### src/rtl/fpga_test_pkg.sv
// Shared types and helpers for the self-check UART reporter: event kinds,
// formatter states, ASCII constants, nibble-to-hex conversion and line lengths.
package fpga_test_pkg;

    typedef enum logic [1:0] {
        EV_TEST_OK  = 2'd0,
        EV_ALL_PASS = 2'd1,
        EV_FAIL     = 2'd2,
        EV_RSVD     = 2'd3
    } ev_kind_e;

    typedef enum logic [1:0] {
        S_IDLE = 2'd0,
        S_LOAD = 2'd1,
        S_SEND = 2'd2,
        S_WAIT = 2'd3
    } fmt_state_e;

    localparam logic [7:0] ASCII_CR = 8'h0D;
    localparam logic [7:0] ASCII_LF = 8'h0A;
    localparam logic [7:0] ASCII_SP = 8'h20;
    localparam logic [7:0] ASCII_EQ = 8'h3D;

    localparam int TEST_OK_LEN    = 7;
    localparam int ALL_PASS_LEN   = 9;
    localparam int FAIL_FIXED_LEN = 15;

    function automatic logic [7:0] hex_ascii(input logic [3:0] nib);
        if (nib < 4'd10) begin
            return 8'h30 + {4'h0, nib};
        end else begin
            return 8'h37 + {4'h0, nib};
        end
    endfunction

    function automatic int fail_line_len(input int dlen);
        return 2 * (dlen / 4) + FAIL_FIXED_LEN;
    endfunction

endpackage

### src/rtl/uart_tx_8n1.sv
// 8N1 serial transmitter: start bit, eight data bits LSB first, one stop bit,
// each DIV clocks long; tx_done is high during the last clock of the stop bit.
module uart_tx_8n1 #(
    parameter int DIV = 868
) (
    input  logic       clk,
    input  logic       rst_n,
    input  logic       tx_start,
    input  logic [7:0] tx_data,
    output logic       tx,
    output logic       tx_done
);
    localparam int CW = $clog2(DIV);
    localparam logic [CW-1:0] CNT_TOP = CW'(DIV - 1);

    logic          active_q;
    logic [CW-1:0] cnt_q;
    logic [3:0]    bit_q;
    logic [8:0]    shf_q;
    logic          tx_q;

    assign tx      = tx_q;
    assign tx_done = active_q && (cnt_q == {CW{1'b0}}) && (bit_q == 4'd9);

    // Baud and bit counters; shf_q holds the bits still to go out, stop bit on top.
    always_ff @(posedge clk or negedge rst_n) begin
        if (!rst_n) begin
            active_q <= 1'b0;
            cnt_q    <= {CW{1'b0}};
            bit_q    <= 4'd0;
            shf_q    <= 9'h1FF;
            tx_q     <= 1'b1;
        end else if (tx_start) begin
            active_q <= 1'b1;
            cnt_q    <= CNT_TOP;
            bit_q    <= 4'd0;
            shf_q    <= {1'b1, tx_data};
            tx_q     <= 1'b0;
        end else if (active_q) begin
            if (cnt_q != {CW{1'b0}}) begin
                cnt_q <= cnt_q - {{(CW-1){1'b0}}, 1'b1};
            end else if (bit_q == 4'd9) begin
                active_q <= 1'b0;
                tx_q     <= 1'b1;
            end else begin
                tx_q  <= shf_q[0];
                shf_q <= {1'b1, shf_q[8:1]};
                bit_q <= bit_q + 4'd1;
                cnt_q <= CNT_TOP;
            end
        end else begin
            tx_q <= 1'b1;
        end
    end

endmodule

### src/rtl/fpga_test_uart_reporter.sv
// Formats self-check sequencer events as ASCII report lines and sends them
// over an 8N1 UART, one event in flight, back-pressuring via ev_ready.
module fpga_test_uart_reporter
    import fpga_test_pkg::*;
#(
    parameter int CLK_HZ = 100_000_000,
    parameter int BAUD   = 115_200,
    parameter int DLEN   = 64
) (
    input  logic            clk,
    input  logic            rst_n,
    input  logic            ev_valid,
    output logic            ev_ready,
    input  logic [1:0]      ev_kind,
    input  logic [3:0]      ev_test,
    input  logic [7:0]      ev_passed,
    input  logic [DLEN-1:0] ev_result,
    input  logic [DLEN-1:0] ev_golden,
    output logic            uart_tx,
    output logic            busy
);
    localparam int DIV      = (CLK_HZ + BAUD / 2) / BAUD;
    localparam int NIB      = DLEN / 4;
    localparam int LINE_MAX = fail_line_len(DLEN);
    localparam int IW       = $clog2(LINE_MAX);

    // Character positions inside a FAIL line.
    localparam logic [IW-1:0] R_FIRST = IW'(10);
    localparam logic [IW-1:0] E_SEP   = IW'(10 + NIB);
    localparam logic [IW-1:0] E_LBL   = IW'(11 + NIB);
    localparam logic [IW-1:0] E_FIRST = IW'(13 + NIB);
    localparam logic [IW-1:0] CR_IDX  = IW'(13 + 2 * NIB);

    fmt_state_e      state_q, state_d;
    ev_kind_e        kind_q;
    logic [3:0]      test_q;
    logic [7:0]      passed_q;
    logic [DLEN-1:0] res_q;
    logic [DLEN-1:0] gold_q;
    logic [IW-1:0]   idx_q;
    logic [IW-1:0]   last_q;
    logic [7:0]      char_q;
    logic [7:0]      char_d;
    logic            busy_q;
    logic            ready_q;
    logic            accept_s;
    logic            tx_start_s;
    logic            tx_done_s;
    logic            shift_res_s;
    logic            shift_gold_s;

    assign accept_s = ev_valid && ready_q;
    assign ev_ready = ready_q;
    assign busy     = busy_q;

    // Formatter state register.
    always_ff @(posedge clk or negedge rst_n) begin
        if (!rst_n) begin
            state_q <= S_IDLE;
        end else begin
            state_q <= state_d;
        end
    end

    // Next state; reserved events are consumed without leaving IDLE.
    always_comb begin
        state_d = state_q;
        case (state_q)
            S_IDLE: begin
                if (accept_s && (ev_kind != EV_RSVD)) state_d = S_LOAD;
                else                                  state_d = S_IDLE;
            end
            S_LOAD: state_d = S_SEND;
            S_SEND: state_d = S_WAIT;
            S_WAIT: begin
                if (tx_done_s) state_d = (idx_q == last_q) ? S_IDLE : S_LOAD;
                else           state_d = S_WAIT;
            end
            default: state_d = S_IDLE;
        endcase
    end

    // State-decoded controls.
    always_comb begin
        tx_start_s   = (state_q == S_SEND);
        shift_res_s  = (state_q == S_LOAD) && (kind_q == EV_FAIL) &&
                       (idx_q >= R_FIRST) && (idx_q < E_SEP);
        shift_gold_s = (state_q == S_LOAD) && (kind_q == EV_FAIL) &&
                       (idx_q >= E_FIRST) && (idx_q < CR_IDX);
    end

    // Character for the current position; R/E digits come from the MS nibble of shifting copies.
    always_comb begin
        char_d = ASCII_LF;
        case (kind_q)
            EV_TEST_OK: begin
                case (idx_q)
                    IW'(0):  char_d = 8'h54;               // T
                    IW'(1):  char_d = hex_ascii(test_q);
                    IW'(2):  char_d = ASCII_SP;
                    IW'(3):  char_d = 8'h4F;               // O
                    IW'(4):  char_d = 8'h4B;               // K
                    IW'(5):  char_d = ASCII_CR;
                    default: char_d = ASCII_LF;
                endcase
            end
            EV_ALL_PASS: begin
                case (idx_q)
                    IW'(0):  char_d = 8'h50;               // P
                    IW'(1):  char_d = 8'h41;               // A
                    IW'(2):  char_d = 8'h53;               // S
                    IW'(3):  char_d = 8'h53;               // S
                    IW'(4):  char_d = ASCII_SP;
                    IW'(5):  char_d = hex_ascii(passed_q[7:4]);
                    IW'(6):  char_d = hex_ascii(passed_q[3:0]);
                    IW'(7):  char_d = ASCII_CR;
                    default: char_d = ASCII_LF;
                endcase
            end
            EV_FAIL: begin
                if (idx_q < R_FIRST) begin
                    case (idx_q)
                        IW'(0):  char_d = 8'h46;           // F
                        IW'(1):  char_d = 8'h41;           // A
                        IW'(2):  char_d = 8'h49;           // I
                        IW'(3):  char_d = 8'h4C;           // L
                        IW'(4):  char_d = ASCII_SP;
                        IW'(5):  char_d = 8'h54;           // T
                        IW'(6):  char_d = hex_ascii(test_q);
                        IW'(7):  char_d = ASCII_SP;
                        IW'(8):  char_d = 8'h52;           // R
                        default: char_d = ASCII_EQ;
                    endcase
                end else if (idx_q < E_SEP) begin
                    char_d = hex_ascii(res_q[DLEN-1 -: 4]);
                end else if (idx_q == E_SEP) begin
                    char_d = ASCII_SP;
                end else if (idx_q == E_LBL) begin
                    char_d = 8'h45;                        // E
                end else if (idx_q < E_FIRST) begin
                    char_d = ASCII_EQ;
                end else if (idx_q < CR_IDX) begin
                    char_d = hex_ascii(gold_q[DLEN-1 -: 4]);
                end else if (idx_q == CR_IDX) begin
                    char_d = ASCII_CR;
                end else begin
                    char_d = ASCII_LF;
                end
            end
            default: char_d = ASCII_LF;
        endcase
    end

    // Field latches, char index, outgoing character and handshake/busy flags.
    always_ff @(posedge clk or negedge rst_n) begin
        if (!rst_n) begin
            kind_q   <= EV_TEST_OK;
            test_q   <= 4'd0;
            passed_q <= 8'd0;
            res_q    <= {DLEN{1'b0}};
            gold_q   <= {DLEN{1'b0}};
            idx_q    <= {IW{1'b0}};
            last_q   <= {IW{1'b0}};
            char_q   <= 8'd0;
            busy_q   <= 1'b0;
            ready_q  <= 1'b0;
        end else begin
            busy_q  <= (state_d != S_IDLE);
            ready_q <= (state_d == S_IDLE);
            if (accept_s) begin
                kind_q   <= ev_kind_e'(ev_kind);
                test_q   <= ev_test;
                passed_q <= ev_passed;
                res_q    <= ev_result;
                gold_q   <= ev_golden;
                idx_q    <= {IW{1'b0}};
                case (ev_kind_e'(ev_kind))
                    EV_TEST_OK:  last_q <= IW'(TEST_OK_LEN - 1);
                    EV_ALL_PASS: last_q <= IW'(ALL_PASS_LEN - 1);
                    default:     last_q <= IW'(LINE_MAX - 1);
                endcase
            end else begin
                if (shift_res_s)  res_q  <= {res_q[DLEN-5:0], 4'h0};
                if (shift_gold_s) gold_q <= {gold_q[DLEN-5:0], 4'h0};
                if ((state_q == S_WAIT) && tx_done_s && (idx_q != last_q)) begin
                    idx_q <= idx_q + {{(IW-1){1'b0}}, 1'b1};
                end
            end
            if (state_q == S_LOAD) char_q <= char_d;
        end
    end

    uart_tx_8n1 #(
        .DIV(DIV)
    ) u_tx (
        .clk     (clk),
        .rst_n   (rst_n),
        .tx_start(tx_start_s),
        .tx_data (char_q),
        .tx      (uart_tx),
        .tx_done (tx_done_s)
    );

endmodule

### config.mk
export PLATFORM = sky130hd
export DESIGN_NAME = fpga_test_uart_reporter
export DESIGN_NICKNAME = d
export VERILOG_FILES = /design/src/rtl/fpga_test_pkg.sv /design/src/rtl/uart_tx_8n1.sv /design/src/rtl/fpga_test_uart_reporter.sv
export SDC_FILE = /design/constraint.sdc
export NUM_CORES = 1
export LEC_CHECK = 0
export ABC_CLOCK_PERIOD_IN_PS = 2600
export CAP_MARGIN = 20
export CELL_PAD_IN_SITES_DETAIL_PLACEMENT = 1
export CELL_PAD_IN_SITES_GLOBAL_PLACEMENT = 1
export CORE_ASPECT_RATIO = 1.1
export CORE_MARGIN = 10
export CORE_UTILIZATION = 42
export CTS_CLUSTER_DIAMETER = 200
export DETAILED_ROUTE_END_ITERATION = 8
export PLACE_DENSITY_LB_ADDON = 0.1
export SLEW_MARGIN = 40
export SYNTH_ARGS = -nofsm -noshare
export SYNTH_HDL_FRONTEND = slang
export SYNTH_SLANG_ARGS = --single-unit
### constraint.sdc
create_clock -name clk -period 2.6 [get_ports clk]
set_input_delay 0.26 -clock clk [delete_from_list [all_inputs] [get_ports clk]]
set_output_delay 0.26 -clock clk [all_outputs]
set_load 0.01 [all_outputs]
==> key figures, run 1 <==
Yosys
  – Top cell type's share of synthesized area: 0.456
  – Yosys reg bits: around 190
  – Seq/Total Area, Yosys: 0.480
  – Primary FF master, synth: dfrtp_1
  – Post-synthesis xor/xnor area fraction: 0.0180
  – Post-Syn Nets: 1180
  – Most common cell in the synthesized netlist: nand2_1
  – Post-synth EDFFs: 0
  – Synth Cell Area: 9710 um^2
  – Unique masters post-synth: 67
  – Post-synthesis adder-cell area fraction: 0.0167
  – Compound-Gate Fraction of Synth Area: 0.157
  – Simple-Gate Fraction of Synth Area: 0.149
  – Synth Warn #: 0
  – Syn Area/Cell: 9.50 um^2
  – Largest family of logic cells by synthesized area: compound AO/OA/AOI/OAI gates
  – Area leader, netlist: dfrtp_1
  – Top post-synthesis cells by count: nand2_1, dfrtp_1, mux2i_1
  – Async SR Flop Fraction: 1.00
  – Syn Inst Count: 1022
  – Mux cell area share after synthesis: 0.135
  – Synth area leaders: dfrtp_1, mux2i_1, nand2_1

Power and ir drop
  – Leakage: 5.02 nW
  – PD cells: 468 nW/um^2
  – Max VDD drop: 320 uV

Run
  – Total of max-cap violations: 0

Placement
  – Cells after DPL: 1448
  – Routability Congestion: around 0.9
  – Place WS: 0.132 ns
  – # port buffers: 147
  – HPWL after detailed placement: 19.2 mm

Detailed routing
  – Antenna Violating Nets Remaining: 0
  – First drt pass iteration count: 4
  – WL/cell: 17.7 um
  – DR vias: roughly 8000
  – Via density: 5.26
  – Routed WL: 26.3 mm
  – DRC errors left: 0
  – 1st-iter DRT viols: 391

Setup path
  – Required time worst endpoint: 2.90 ns
  – Endpoint type of the worst setup path: flop
  – Crit path launch: idx_q[1]
  – Reg2Reg Depth: 9
  – Classification of the worst setup path: reg -> reg
  – Arrival @ worst endpoint: 2.61 ns
  – CP Max Fanout: 16
  – Reg2reg start: idx_q[1]
  – CP Launch Type: flop

Floorplan
  – Core ar.: 22800 um^2
  – Die height: 179 um
  – Die W: 165 um
  – # IOs: approximately 150
  – # rows: 58
  – Initial Utilization: 0.426
  – Die ar.: 29600 um^2

STA
  – Worst Skew: 0.0153 ns
  – Crit share post-route: 0.889
  – Minimum clock period: approximately 2.3 ns
  – Setup-failing EPs final: 0
  – Slew Viols, Final: 0
  – Max frequency: 433 MHz
  – Setup TNS: 0 ns
  – Slew @ Worst Pin: 0.604 ns
  – Final Hold Viols: 0
  – RSZ-0062 raised after global routing: false
  – Worst slew margin: 0.597
  – Setup slack after layout: 0.289 ns

Global routing
  – Vias in the first global route: 8513
  – Gr ovfl total: 0
  – Initial antenna violation count: 0
  – Total GRT Usage: 0.180
  – First-pass GRT wire length: 43.9 mm
  – Largest net degree at the start of global routing: 69

Worst hold path
  – Worst min-delay path category: in -> reg
  – Min-delay src: ev_golden[1]
  – Hold path cells: 3

Layout
  – Layout cells sized above 1: 0.100
  – Antenna Cells: 0
  – Finished Layout Cells: 1487
  – FILL cells: between 2000 and 3000
  – Layout net count: 1332
  – Area grow syn2layout: 27.3%

CTS
  – Num Clock Sinks: 186
  – Longest Clk Path Bufs: 2
  – H-Tree Depth: 4
  – Root buf cell: clkbuf_16
  – CTS clk-pin slew, worst paths: roughly 0.070 ns
  – CTS Buf Count: 17
  – CTS tree: built
  – Later-pin clock latency in the skew report: 0.44 ns

Status
  – Outcome: complete, no violations
[state kept, by name (all words and copies together) (netlist names), 4 cells and up]
name / count
u_tx.shf_q: 8
gold_q: 64
u_tx.cnt_q: 10
char_q: 7
idx_q: 6
test_q: 4
res_q: 64
passed_q: 8
u_tx.bit_q: 4
[routing by layer]
| metal | up-vias | GRT usage | wire [um] |
|---|---|---|---|
| li1 | 3876 | - | - |
| met2 | 110 | 0.307 | 13400 |
| met4 | 0 | 0.0387 | 231 |
| met3 | 17 | 0.0420 | 1020 |
| met1 | 3812 | 0.227 | 11700 |
| met5 | - | 0 | 0 |
[final timing paths]
check / end / slack, ns
min: gold_q[1] / 0.35
max in group asynchronous: gold_q[3] / 1.42
min in group asynchronous: u_tx.cnt_q[6] / 0.38
min reg2reg: res_q[24] / 0.49
max: char_q[1] / 0.29
max reg2reg: char_q[1] / 0.29
[power by group]
group / internal (W) / leakage [nW] / switching, W
clock network: 0.00136 / 0.276 / 0.00124
logic: 0.000200 / 2.61 / 0.0000996
registers: 0.00289 / 2.13 / 0
total: 0.00445 / 5.02 / 0.00134
[timing repair]
| item | CTS | global route |
|---|---|---|
| endpoints found under the setup margin | 0 | 16 |
| resized for setup | 0 | 1 |
| endpoints found under the hold margin | 56 | 0 |
| buffers inserted | 0 | 6 |
| hold buffers | 1 | 0 |
[worst max-delay path, stage by stage (launching register included)]
cell and delay [ns]:
dfrtp_1 0.48, inv_1 0.13, ha_1 0.16, buf_4 0.22, nor4_2 0.07, buf_4 0.17, nor4b_1 0.46, o211ai_1 0.21
o2111ai_1 0.18, nand3_1 0.10
[metrics by stage]
step | hold WS (ns) | power (W) | util | area (um^2)
floorplan | -0.0356 | 0.00295 | - | 9710
global placement | 0.310 | 0.00325 | 0.514 | 11700
detailed placement | 0.308 | 0.00325 | 0.515 | 11700
CTS | 0.335 | 0.00588 | 0.541 | 12300
global route | 0.346 | 0.00601 | 0.543 | 12400
finish | 0.351 | 0.00579 | 0.543 | 12400
[area by class of cell]
cell class                      instances  area, um^2  area share
Sequential cell                       186        4670       0.377
Multi-Input combinational cell        745        4660       0.377
Timing Repair Buffer                  201        2000       0.161
Clock buffer                           18         429      0.0347
Tap cell                              300         375      0.0304
Clock inverter                         14         151      0.0122
Inverter                               23        86.3     0.00698
[cell usage in the layout (no fill, tap or decap), drive strengths merged, types with 3 or more instances in the layout]
cell and count:
a211oi 5, dfrtp 177, clkbuf 19, a221oi 3, or3 7, a31oi 10, nor4b 3, nor2 31
nand4b 3, inv 30, nand3b 3, clkdlybuf4s50 146, o31ai 3, a21oi 32, a2111oi 4, mux2 3
nand2 213, o21bai 3, a211o 3, dfstp 9, nand3 12, nor3b 4, nor3 12, buf 53
xnor2 10, o21ai 168, mux2i 128, nor4 3, nor2b 7, a22o 4, xor2 10, o211ai 6
nand4 7, clkinv 3, clkinvlp 3, nand2b 4, ha 13
[cell families after synthesis]
kind of cell | count (synthesis)
adder cells (fa/ha/maj) | 13
AND/OR/NAND/NOR | 319
buffers and inverters | 91
XOR/XNOR | 20
multiplexers | 131
flip-flops | 186
AO/OA/AOI/OAI | 262
No activity file was read; power rests on OpenSTA's default activity.
==> inputs of run 2 (changes only) <==
ABC_CLOCK_PERIOD_IN_PS = 2690   (was 2600)
CORE_UTILIZATION = 45   (was 42)
GPL_ROUTABILITY_DRIVEN = 0   (was not set)
PLACE_DENSITY = 0.85   (was not set)
PLACE_DENSITY_LB_ADDON = not set   (was 0.1)
clock period = 2.69 ns   (was 2.6 ns; I/O delays follow)
==> key figures, run 2 (synthesis results as in run 1) <==
CTS
  – CTS clk-pin slew, worst paths: 0.08 ns (about the same)
  – CTS tree: built
  – H-Tree Depth: 4 (unchanged)
  – Later-pin clock latency in the skew report: 0.45 ns (about the same)
  – CTS Buf Count: 17 (unchanged)
  – Num Clock Sinks: 186 (unchanged)
  – Root buf cell: clkbuf_16
  – Post-CTS sizing: 0 (unchanged)
  – Longest Clk Path Bufs: 2 (unchanged)
  – Post-CTS setup buffer count: 0 (unchanged)

Layout
  – Largest regs: gold_q (64), res_q (64), u_tx.cnt_q (10)
  – Area grow syn2layout: 25.5%
  – Layout cells sized above 1: 0.0841 (-0.0161)
  – Commonest non-fill, non-tap cell in the layout: nand2_1
  – Finished Layout Cells: 1455 (-2.2%)
  – FILL cells: 2403 (-8.7%)
  – Antenna Cells: 0 (unchanged)
  – Fin util: 0.572 (+0.0295)
  – Layout net count: 1310 (-1.7%)
  – Commonest non-fill, non-tap cells in the layout: nand2_1, dfrtp_1, clkdlybuf4s50_1, mux2i_1, o21ai_1
  – Area occupied by multi-input gates: 4660 um^2 (about the same)
  – Sequential cell area: 4670 um^2 (unchanged)

STA
  – RSZ-0062 raised after global routing: false
  – Slew @ Worst Pin: 0.779 ns (+0.175 ns)
  – Setup TNS: 0 ns (unchanged)
  – Max frequency: 396 MHz (-8.5%)
  – Worst slew margin: 0.479 (-0.119)
  – Setup slack after layout: 0.163 ns (-0.126 ns)
  – Final Hold Viols: 0 (unchanged)
  – Worst Skew: 0.0171 ns (+0.00179 ns)
  – Minimum clock period: 2.53 ns (+0.216 ns)
  – Setup-failing EPs final: 0 (unchanged)
  – Crit share post-route: 0.939 (+0.0505)
  – Slew Viols, Final: 0 (unchanged)

Detailed routing
  – First drt pass iteration count: 4 (unchanged)
  – Antenna Violating Nets Remaining: 0 (unchanged)
  – Metal-1 WL: 11.5 mm (-1.6%)
  – DRC errors left: 0 (unchanged)
  – Routed WL: 27.0 mm (+2.5%)
  – Met3 WL: 964 um (-5.3%)
  – Routed wl met2: 13.9 mm (+3.5%)
  – Via density: 5.50 (+4.6%)
  – WL/cell: 18.5 um (+4.8%)
  – 1st-iter DRT viols: 495 (+27%)
  – Top sig layer: met4
  – DR vias: 8002 (+2.4%)

Power and ir drop
  – PD cells: 464 nW/um^2 (-0.89%)
  – Leakage: 4.92 nW (-1.9%)
  – Max VDD drop: 349 uV (+9.0%)

Status
  – Outcome: complete, no violations

Setup path
  – CP Launch Type: flop
  – Required time worst endpoint: 3.01 ns (+0.11 ns)
  – Arrival @ worst endpoint: 2.84 ns (+0.23 ns)
  – Endpoint type of the worst setup path: flop
  – CP Max Fanout: 17 (+1)
  – Classification of the worst setup path: reg -> reg

Floorplan
  – Die ar.: 27900 um^2 (-5.9%)
  – Initial Utilization: 0.456 (+0.0297)
  – Die height: 174 um (-3.0%)
  – # IOs: 148 (unchanged)
  – Die W: 160 um (-3.0%)
  – Core ar.: 21300 um^2 (-6.5%)
  – # rows: 56 (-3.4%)

Global routing
  – Vias in the first global route: 8951 (+5.1%)
  – Total GRT Usage: 0.194 (+0.0134)
  – Largest net degree at the start of global routing: 125 (+81%)
  – Gr ovfl total: 0 (unchanged)
  – Initial antenna violation count: 0 (unchanged)
  – First-pass GRT wire length: 44.9 mm (+2.1%)

Placement
  – HPWL after detailed placement: 19.3 mm (+0.42%)
  – Place WS: 0.193 ns (+0.0606 ns)
  – # port buffers: 147 (unchanged)
  – Cells after DPL: 1422 (-1.8%)

Run
  – Total of max-cap violations: 0 (unchanged)

Worst hold path
  – Worst min-delay path category: in -> reg
run 2: changes by cell type in the layout (fill, tap and decap cells not counted), moves of 2 or more:
cell        delta
clkinvlp_4     -3
buf_12         -2
buf_4         -20
clkinv_8       +3
run 2: metal layers:
metal / vias up / GRT usage
met5: - / 0
met3: 45 / 0.0406
li1: 3827 / -
met4: 0 / 0.0739
met1: 3976 / 0.228
met2: 154 / 0.338
run 2: final cells by class:
class	instances	share of cell area
Sequential cell	186	0.383
Timing Repair Buffer	179	0.148
Clock inverter	14	0.0138
Clock buffer	18	0.0360
Multi-Input combinational cell	745	0.382
Tap cell	290	0.0298
Inverter	23	0.00708
run 2: path summary, 6_finish.rpt:
kind | from | endpoint | slack, ns | cells past startpoint
setup / recovery | idx_q[0] | gold_q[54] | 0.16 | 9
hold / removal | ev_golden[16] | gold_q[16] | 0.35 | 3
setup reg to reg | idx_q[0] | gold_q[54] | 0.16 | 9
hold reg to reg | res_q[44] | res_q[44] | 0.49 | 2
max in group asynchronous | rst_n | passed_q[3] | 1.59 | 3
min in group asynchronous | rst_n | u_tx.cnt_q[5] | 0.37 | 2
run 2: critical path, stage by stage, from the launching register on:
cell	delay [ns]
dfrtp_1	0.39
buf_4	0.17
ha_1	0.22
inv_1	0.13
a2111oi_0	0.12
buf_4	0.16
o21ai_4	0.60
buf_4	0.32
mux2i_1	0.22
o21ai_1	0.07
run 2: power breakdown:
group          leakage, nW  total, W  switching [W]  internal (W)
Combinational         2.49  0.000293      0.0000998      0.000194
Clock                0.296   0.00257        0.00128       0.00129
Sequential            2.13   0.00279              0       0.00279
run 2: stage by stage:
| stage | power, W | hold WS, ns | instance area [um^2] |
|---|---|---|---|
| 3_3_place_gp | 0.00314 | 0.301 | 11600 |
| 6_report | 0.00565 | 0.350 | 12200 |
| 5_1_grt | 0.00584 | 0.354 | 12200 |
| 4_1_cts | 0.00570 | 0.343 | 12200 |
| 3_5_place_dp | 0.00314 | 0.290 | 11600 |
| 2_1_floorplan | 0.00285 | -0.0266 | 9710 |
run 2: repair_timing:
action | in CTS | in global routing
endpoints found under the hold margin | 47 | 0
hold buffers | 1 | 0
setup endpoints to repair | 0 | 1
==> inputs of run 3 (changes only) <==
PLACE_DENSITY = 0.9   (was 0.85)
SLEW_MARGIN = not set   (was 40)
==> key figures, run 3 (synthesis results as in run 1) <==
Setup path
  – Arrival @ worst endpoint: 2.85 ns (about the same)
  – Crit path launch: idx_q[0]
  – CP Launch Type: flop
  – Crit-path cells: inv_1 > ha_1 > buf_4 > a2111oi_2 > buf_4 > o21ai_4 > buf_12 > mux2i_1 > o21ai_1
  – FF-to-FF setup slack: 0.15 ns (about the same)
  – Crit-path slowest cell: dfrtp_1
  – Endpoint type of the worst setup path: flop
  – Cell mode on critical path: buf_4
  – CP Max Fanout: 64 (+47)
  – Worst R2R End: gold_q[6]
  – CP peak stage delay: 0.49 ns (-0.11 ns)
  – Required time worst endpoint: 3.01 ns (about the same)
  – Reg2reg start: idx_q[0]
  – Classification of the worst setup path: reg -> reg
  – Reg2Reg Depth: 9 (unchanged)

CTS
  – Root buf cell: clkbuf_16
  – CTS Buf Count: 17 (unchanged)
  – CTS clk-pin slew, worst paths: 0.09 ns (about the same)
  – Later-pin clock latency in the skew report: 0.45 ns (about the same)
  – Longest Clk Path Bufs: 2 (unchanged)
  – Num Clock Sinks: 186 (unchanged)
  – CTS tree: built
  – H-Tree Depth: 4 (unchanged)

Power and ir drop
  – Reg power frac: 0.491 (-0.003)
  – Max VDD drop: 488 uV (+40%)
  – PD cells: 466 nW/um^2 (+0.47%)
  – Fraction of power consumed by combinational cells: 0.052 (about the same)
  – Sw frac: 0.249 (+0.00548)
  – Leakage: 4.92 nW (about the same)
  – Switching Power: 0.00142 W (+2.8%)
  – Clk network pwr share: 0.457 (+0.003)
  – Int Pwr: 0.00427 W (-0.14%)

STA
  – Final Hold Viols: 0 (unchanged)
  – Setup-failing EPs final: 0 (unchanged)
  – Setup TNS: 0 ns (unchanged)
  – Max frequency: 394 MHz (-0.47%)
  – Minimum clock period: 2.54 ns (+0.0118 ns)
  – RSZ-0062 raised after global routing: false
  – Worst slew margin: 0.379 (-0.0996)
  – Crit share post-route: 0.944 (+0.00440)
  – Worst Skew: 0.0174 ns (+0.000293 ns)
  – Slew Viols, Final: 0 (unchanged)
  – Slew @ Worst Pin: 0.923 ns (+0.144 ns)

Detailed routing
  – DRC errors left: 0 (unchanged)
  – First drt pass iteration count: 5 (+1)
  – Antenna Violating Nets Remaining: 0 (unchanged)
  – Routed WL: 31.2 mm (+16%)
  – Via density: 5.70 (+3.6%)
  – DR vias: 8286 (+3.5%)
  – 1st-iter DRT viols: 523 (+5.7%)
  – WL/cell: 21.4 um (+16%)

Run
  – Total of max-cap violations: 0 (unchanged)

Floorplan
  – Die ar.: 27900 um^2 (unchanged)
  – Die W: 160 um (unchanged)
  – Core ar.: 21300 um^2 (unchanged)
  – Die height: 174 um (unchanged)
  – # rows: 56 (unchanged)
  – # IOs: 148 (unchanged)
  – Initial Utilization: 0.456 (unchanged)

Layout
  – FILL cells: 2379 (-1.0%)
  – Area grow syn2layout: 25.6%
  – Layout cells sized above 1: 0.0826 (-0.00150)
  – Layout net count: 1307 (-0.23%)
  – Fin util: 0.573 (+0.000647)
  – Largest regs: gold_q (64), res_q (64), u_tx.cnt_q (10)
  – Commonest non-fill, non-tap cell in the layout: nand2_1
  – Commonest non-fill, non-tap cells in the layout: nand2_1, dfrtp_1, clkdlybuf4s50_1, mux2i_1, o21ai_1

Global routing
  – Gr ovfl total: 0 (unchanged)
  – Initial antenna violation count: 2 (+2)
  – Largest net degree at the start of global routing: 82 (-34%)
  – Total GRT Usage: 0.221 (+0.0269)
  – First-pass GRT wire length: 49.9 mm (+11%)
  – Vias in the first global route: 9119 (+1.9%)

Worst hold path
  – Min-delay src: ev_golden[3]
  – Endpoint, Worst Hold: gold_q[3]
  – Hold path cells: 3 (unchanged)
  – Worst min-delay path category: in -> reg

Placement
  – HPWL after detailed placement: 20.1 mm (+3.9%)
  – # port buffers: 147 (unchanged)

Status
  – Outcome: complete, no violations
[run 3: worst max-delay path by stage]
stage               depth (start not counted)  slack (ns)         end
finish                                      9        0.15   gold_q[6]
global route                                9        0.05   gold_q[6]
CTS                                         9        0.01  gold_q[28]
detailed placement                          8        0.08    idx_q[5]
global placement                            9        0.38  gold_q[21]
floorplan                                  11        0.45  gold_q[40]
[run 3: cell type report]
type / instances / area, um^2 / share of cell area
inverters: 23 / 86.3 / 0.00708
flip-flops and latches: 186 / 4670 / 0.383
well taps: 290 / 363 / 0.0297
multi-input cells: 745 / 4660 / 0.382
repair buffers: 176 / 1810 / 0.148
clock buffers: 18 / 439 / 0.0360
diodes: 2 / 5.00 / 0.000410
clock inverters: 14 / 173 / 0.0142
[run 3: what timing repair did]
| item | in CTS | in global routing |
|---|---|---|
| buffers inserted | 1 | 0 |
| pin swaps | 1 | 0 |
| setup endpoints to repair | 1 | 60 |
| resized for setup | 0 | 3 |
| hold buffers | 1 | 0 |
| endpoints found under the hold margin | 69 | 0 |
[run 3: metrics by stage]
stage	instance area [um^2]	hold WS (ns)	std cells	total power (W)	setup slack, ns
after global placement	11600	0.358	1418	0.00314	0.380
final	12200	0.345	1454	0.00569	0.151
after global routing	12200	0.354	1454	0.00587	0.0450
after CTS	12200	0.336	1452	0.00572	0.0113
after detailed placement	11600	0.373	1418	0.00314	0.0830
after floorplan	9710	-0.0266	1022	0.00285	0.454
[run 3: power groups by stage]
stage	logic, W	clock network (W)	registers (W)
2_1_floorplan	0.00000420	0	0.00285
3_3_place_gp	0.000288	0	0.00285
3_5_place_dp	0.000293	0	0.00285
4_1_cts	0.000301	0.00262	0.00279
5_1_grt	0.000317	0.00276	0.00279
6_report	0.000297	0.00260	0.00279
[run 3: per-layer routing]
metal  part of all wire  up-vias  track usage
li1                   -     3836            -
met1               0.40     4177        0.257
met2               0.53      218        0.394
met3              0.042       55       0.0463
met4              0.025        0       0.0743
met5                  0        -            0
[run 3: worst max-delay path: cells and delay by family (launching register included)]
kind | cells | cell delay (ns)
mux | 1 | 0.29
flops | 1 | 0.49
fa+ha+maj | 1 | 0.23
compound gates | 3 | 0.57
buf+inv | 4 | 0.75
==> RTL change 1 (flow settings as in run 3) <==
Set the package constant `TEST_OK_LEN` to 3 (it was 7).
--- a/src/rtl/fpga_test_pkg.sv
+++ b/src/rtl/fpga_test_pkg.sv
@@ -22,5 +22,5 @@
     localparam logic [7:0] ASCII_EQ = 8'h3D;
 
-    localparam int TEST_OK_LEN    = 7;
+    localparam int TEST_OK_LEN    = 3;
     localparam int ALL_PASS_LEN   = 9;
     localparam int FAIL_FIXED_LEN = 15;
Check against the original RTL: same outputs for any inputs over 10 cycles, from zero or initial values and one cycle with rst_n low; that may be too few to reach the edited logic, so the function may still have changed.
==> RTL change 1 against run 3 <==
  * Routed wire length decreased by 1.1%
  * Sequential cell count unchanged
  * Cell area increased by 0.18%
  * Area after synthesis decreased by 1.2%
  * Setup slack got worse by 30 ps
Power is not compared: it rests on default switching activity, and its combinational part moved more than twofold at a synthesized area within 25%.
==> RTL change 1: results <==
export IMPL_grt_pass1_wl_um=49160
export IMPL_synth_area_leaders="dfrtp_1 (46%), mux2i_1 (13%), nand2_1 (8.2%), o21ai_0 (6.3%), dfstp_2 (2.5%)"
export IMPL_antenna_found_initial=1
export IMPL_min_to="passed_q[3]"
export IMPL_outcome="completed"
export IMPL_antenna_cells=0
export IMPL_ys_seq_area_share_pct=48.60
export IMPL_tightestPinTransition_ps=720.4
export IMPL_grt_max_degree=81
export IMPL_dpl_hpwl_um=20730
export IMPL_synth_nets=1186
export IMPL_rr_worst_depth=8
export IMPL_nNetsFinal=1321
export IMPL_vias_per_cell=5.719
export IMPL_hp_start="ev_passed[3]"
export IMPL_reg2reg_setup_slack_ps=120
export IMPL_hold_slack_ps=339.5
export IMPL_synth_adder_area_share_pct=1.694
export IMPL_gr_usage_all_layers_pct=21.79
export IMPL_max_stage_delay_ps=510
export IMPL_first_iter_violations=475
export IMPL_cp_arrival_ps=2950
export IMPL_cp_slowest_cell="or4b_4"
export IMPL_synth_area_mux_share_pct=13.35
export IMPL_wl_um=30850
export IMPL_synth_compound_area_share_pct=15.05
## RTL change 1: per-layer routing
layer | vias to the layer above | routed length (um) | track usage [%]
met4 | 0 | 880 | 8.501
met1 | 4157 | 12040 | 24.02
li1 | 3864 | - | -
met5 | - | 0 | 0
met3 | 74 | 1498 | 5.416
met2 | 261 | 16430 | 39.29
## RTL change 1: area by class of cell
type / count / share of cell area [%]
Clock buffer: 17 / 3.480
Clock inverter: 15 / 1.556
Inverter: 23 / 0.7063
Multi-Input combinational cell: 753 / 37.82
Sequential cell: 186 / 38.18
Tap cell: 285 / 2.917
Timing Repair Buffer: 182 / 15.33
## RTL change 1: power by group
part / internal, mW / switching (mW)
clock: 1.35 / 1.32
combinational: 0.814 / 0.884
sequential: 3.41 / 0.510
## RTL change 1: worst max path at each step
stage,cells after the start,end
after floorplan,8,idx_q[5]
after global placement,8,idx_q[5]
after detailed placement,8,idx_q[5]
after CTS,8,idx_q[5]
after global routing,8,char_q[0]
final,8,idx_q[5]
## RTL change 1: through the flow
| stage | worst slack [ps] | instances | area, um2 |
|---|---|---|---|
| floorplan | 84.72 | 1028 | 9600 |
| global placement | 151.2 | 1426 | 11550 |
| detailed placement | 29.89 | 1426 | 11550 |
| CTS | 37.02 | 1459 | 12170 |
| global route | 27.06 | 1461 | 12220 |
| finish | 121.9 | 1461 | 12220 |
## RTL change 1: what timing repair did
action | CTS | global route
hold endpoints to repair | 68 | 0
hold buffers | 1 | 0
pin swaps | 0 | 1
buffers inserted | 0 | 1
setup endpoints to repair | 1 | 7
resized for setup | 2 | 7
cloned | 0 | 1
## RTL change 1: worst min-delay path, delay by kind of cell
| kind | cells | cell delay (ps) |
|---|---|---|
| buffers and inverters | 1 | 400 |
| and+or+nand+nor | 2 | 100 |
==> RTL change 2 (settings of run 3) <==
Made on the original files. Encoding of `fmt_state_e`: now Gray code (2 bits for 4 states).
--- a/src/rtl/fpga_test_pkg.sv
+++ b/src/rtl/fpga_test_pkg.sv
@@ -11,8 +11,8 @@
 
     typedef enum logic [1:0] {
-        S_IDLE = 2'd0,
-        S_LOAD = 2'd1,
-        S_SEND = 2'd2,
-        S_WAIT = 2'd3
+        S_IDLE = 2'b00,
+        S_LOAD = 2'b01,
+        S_SEND = 2'b11,
+        S_WAIT = 2'b10
     } fmt_state_e;
 
Function: no difference found for any inputs over 10 cycles, from zero or initial values and one cycle with rst_n low; not proved beyond that.
==> RTL change 2 against run 3 <==
  * Die area decreased by 0.20%
  * Clock power shrank 3%
  * Cell area down 0.40%
  * Routed wire length down 2.4%
  * Area after synthesis fell by 0.23%
  * Critical path depth decreased by 2
  * Fmax is 5.1% lower
  * Hold slack better by 2.9 ps
  * Setup slack worse by 140 ps
  * Synthesized cell count grew 0.29%
  * Power down 1.2%
  * Sequential cell count stayed put
  * Sequential share of layout area is 0.14 points higher
  * Critical path type unchanged
  * Largest cell class unchanged
==> RTL change 2: results <==
export IMPL_syn_area_per_cell_um2=9.454
export IMPL_antenna_found_initial=2
export IMPL_yosysWarnings=0
export IMPL_gr_usage_all_layers_pct=21.05
export IMPL_synth_area_mux_share_pct=13.45
export IMPL_ys_seq_area_share_pct=48.15
export IMPL_synth_nets=1183
export IMPL_wl_per_cell_um=20.88
export IMPL_first_pass_iters=7
export IMPL_outcome="completed"
export IMPL_nNetsFinal=1310
export IMPL_finClkSkew_ps=15.62
export IMPL_via_count=8392
export IMPL_synth_compound_area_share_pct=15.49
export IMPL_leakage_nw=4.922
export IMPL_first_iter_violations=526
export IMPL_grt_pass1_wl_um=48260
export IMPL_cts_setup_buffers=0
export IMPL_cp_max_fo=11
export IMPL_drive_gt1_share_pct=7.210
export IMPL_dp_cells=1422
export IMPL_synthXorXnorAreaFrac_pct=1.536
export IMPL_synth_adder_area_share_pct=1.679
export IMPL_tightestPinTransition_ps=760.0
export IMPL_synthTopCellsByCount="nand2_1 (203), dfrtp_1 (177), o21ai_0 (159)"
export IMPL_synth_area_leaders="dfrtp_1 (46%), mux2i_1 (13%), o21ai_0 (8.2%), nand2_1 (7.9%), dfstp_2 (2.4%)"
export IMPL_dpl_hpwl_um=20280
export IMPL_place_area_um2=11540
export IMPL_wl_um=30430
export IMPL_peakVddDrop_mv=0.4464
export IMPL_grt_max_degree=125
[RTL change 2: metrics by stage]
stage	power, mW	setup WS [ps]
finish	5.622	15.24
global route	5.790	-147.1
CTS	5.636	132.0
detailed placement	3.143	211.2
global placement	3.139	371.4
floorplan	2.854	507.5
[RTL change 2: layer usage]
metal / vias to the layer above / share of wire [%] / GRT usage (%)
li1: 3869 / - / -
met1: 4165 / 40 / 24.24
met2: 267 / 51 / 36.73
met3: 91 / 4.9 / 4.868
met4: 0 / 4.1 / 9.074
met5: - / 0 / 0
[RTL change 2: cell type report]
class,instances,area [um2]
Clock buffer,18,429.2
Tap cell,290,362.8
Sequential cell,186,4666
Clock inverter,14,156.4
Antenna cell,2,5.005
Fill cell,2327,9079
Inverter,24,90.09
Multi-Input combinational cell,747,4659
Timing Repair Buffer,176,1783
[RTL change 2: power by group]
| part | internal, mW | total, mW | switching (mW) |
|---|---|---|---|
| Sequential | 2.79 | 2.79 | 0 |
| Clock | 1.25 | 2.53 | 1.28 |
| Combinational | 0.194 | 0.294 | 0.100 |
| Total | 4.24 | 5.62 | 1.39 |
[RTL change 2: worst paths after layout]
path / start / endpoint / slack [ps] / depth (start not counted)
setup / recovery: u_tx.cnt_q[0] / idx_q[5] / 20 / 7
hold / removal: ev_passed[7] / passed_q[7] / 350 / 3
setup reg to reg: u_tx.cnt_q[0] / idx_q[5] / 20 / 7
hold reg to reg: res_q[54] / res_q[54] / 480 / 2
max in group asynchronous: rst_n / gold_q[3] / 1380 / 3
min in group asynchronous: rst_n / idx_q[5] / 430 / 2
[RTL change 2: critical path, stage by stage (launching register included)]
cell	delay, ps
dfrtp_1	380
inv_1	130
ha_1	160
nor3b_2	250
and4_1	320
o2111ai_2	310
or4_1	590
a21oi_1	400
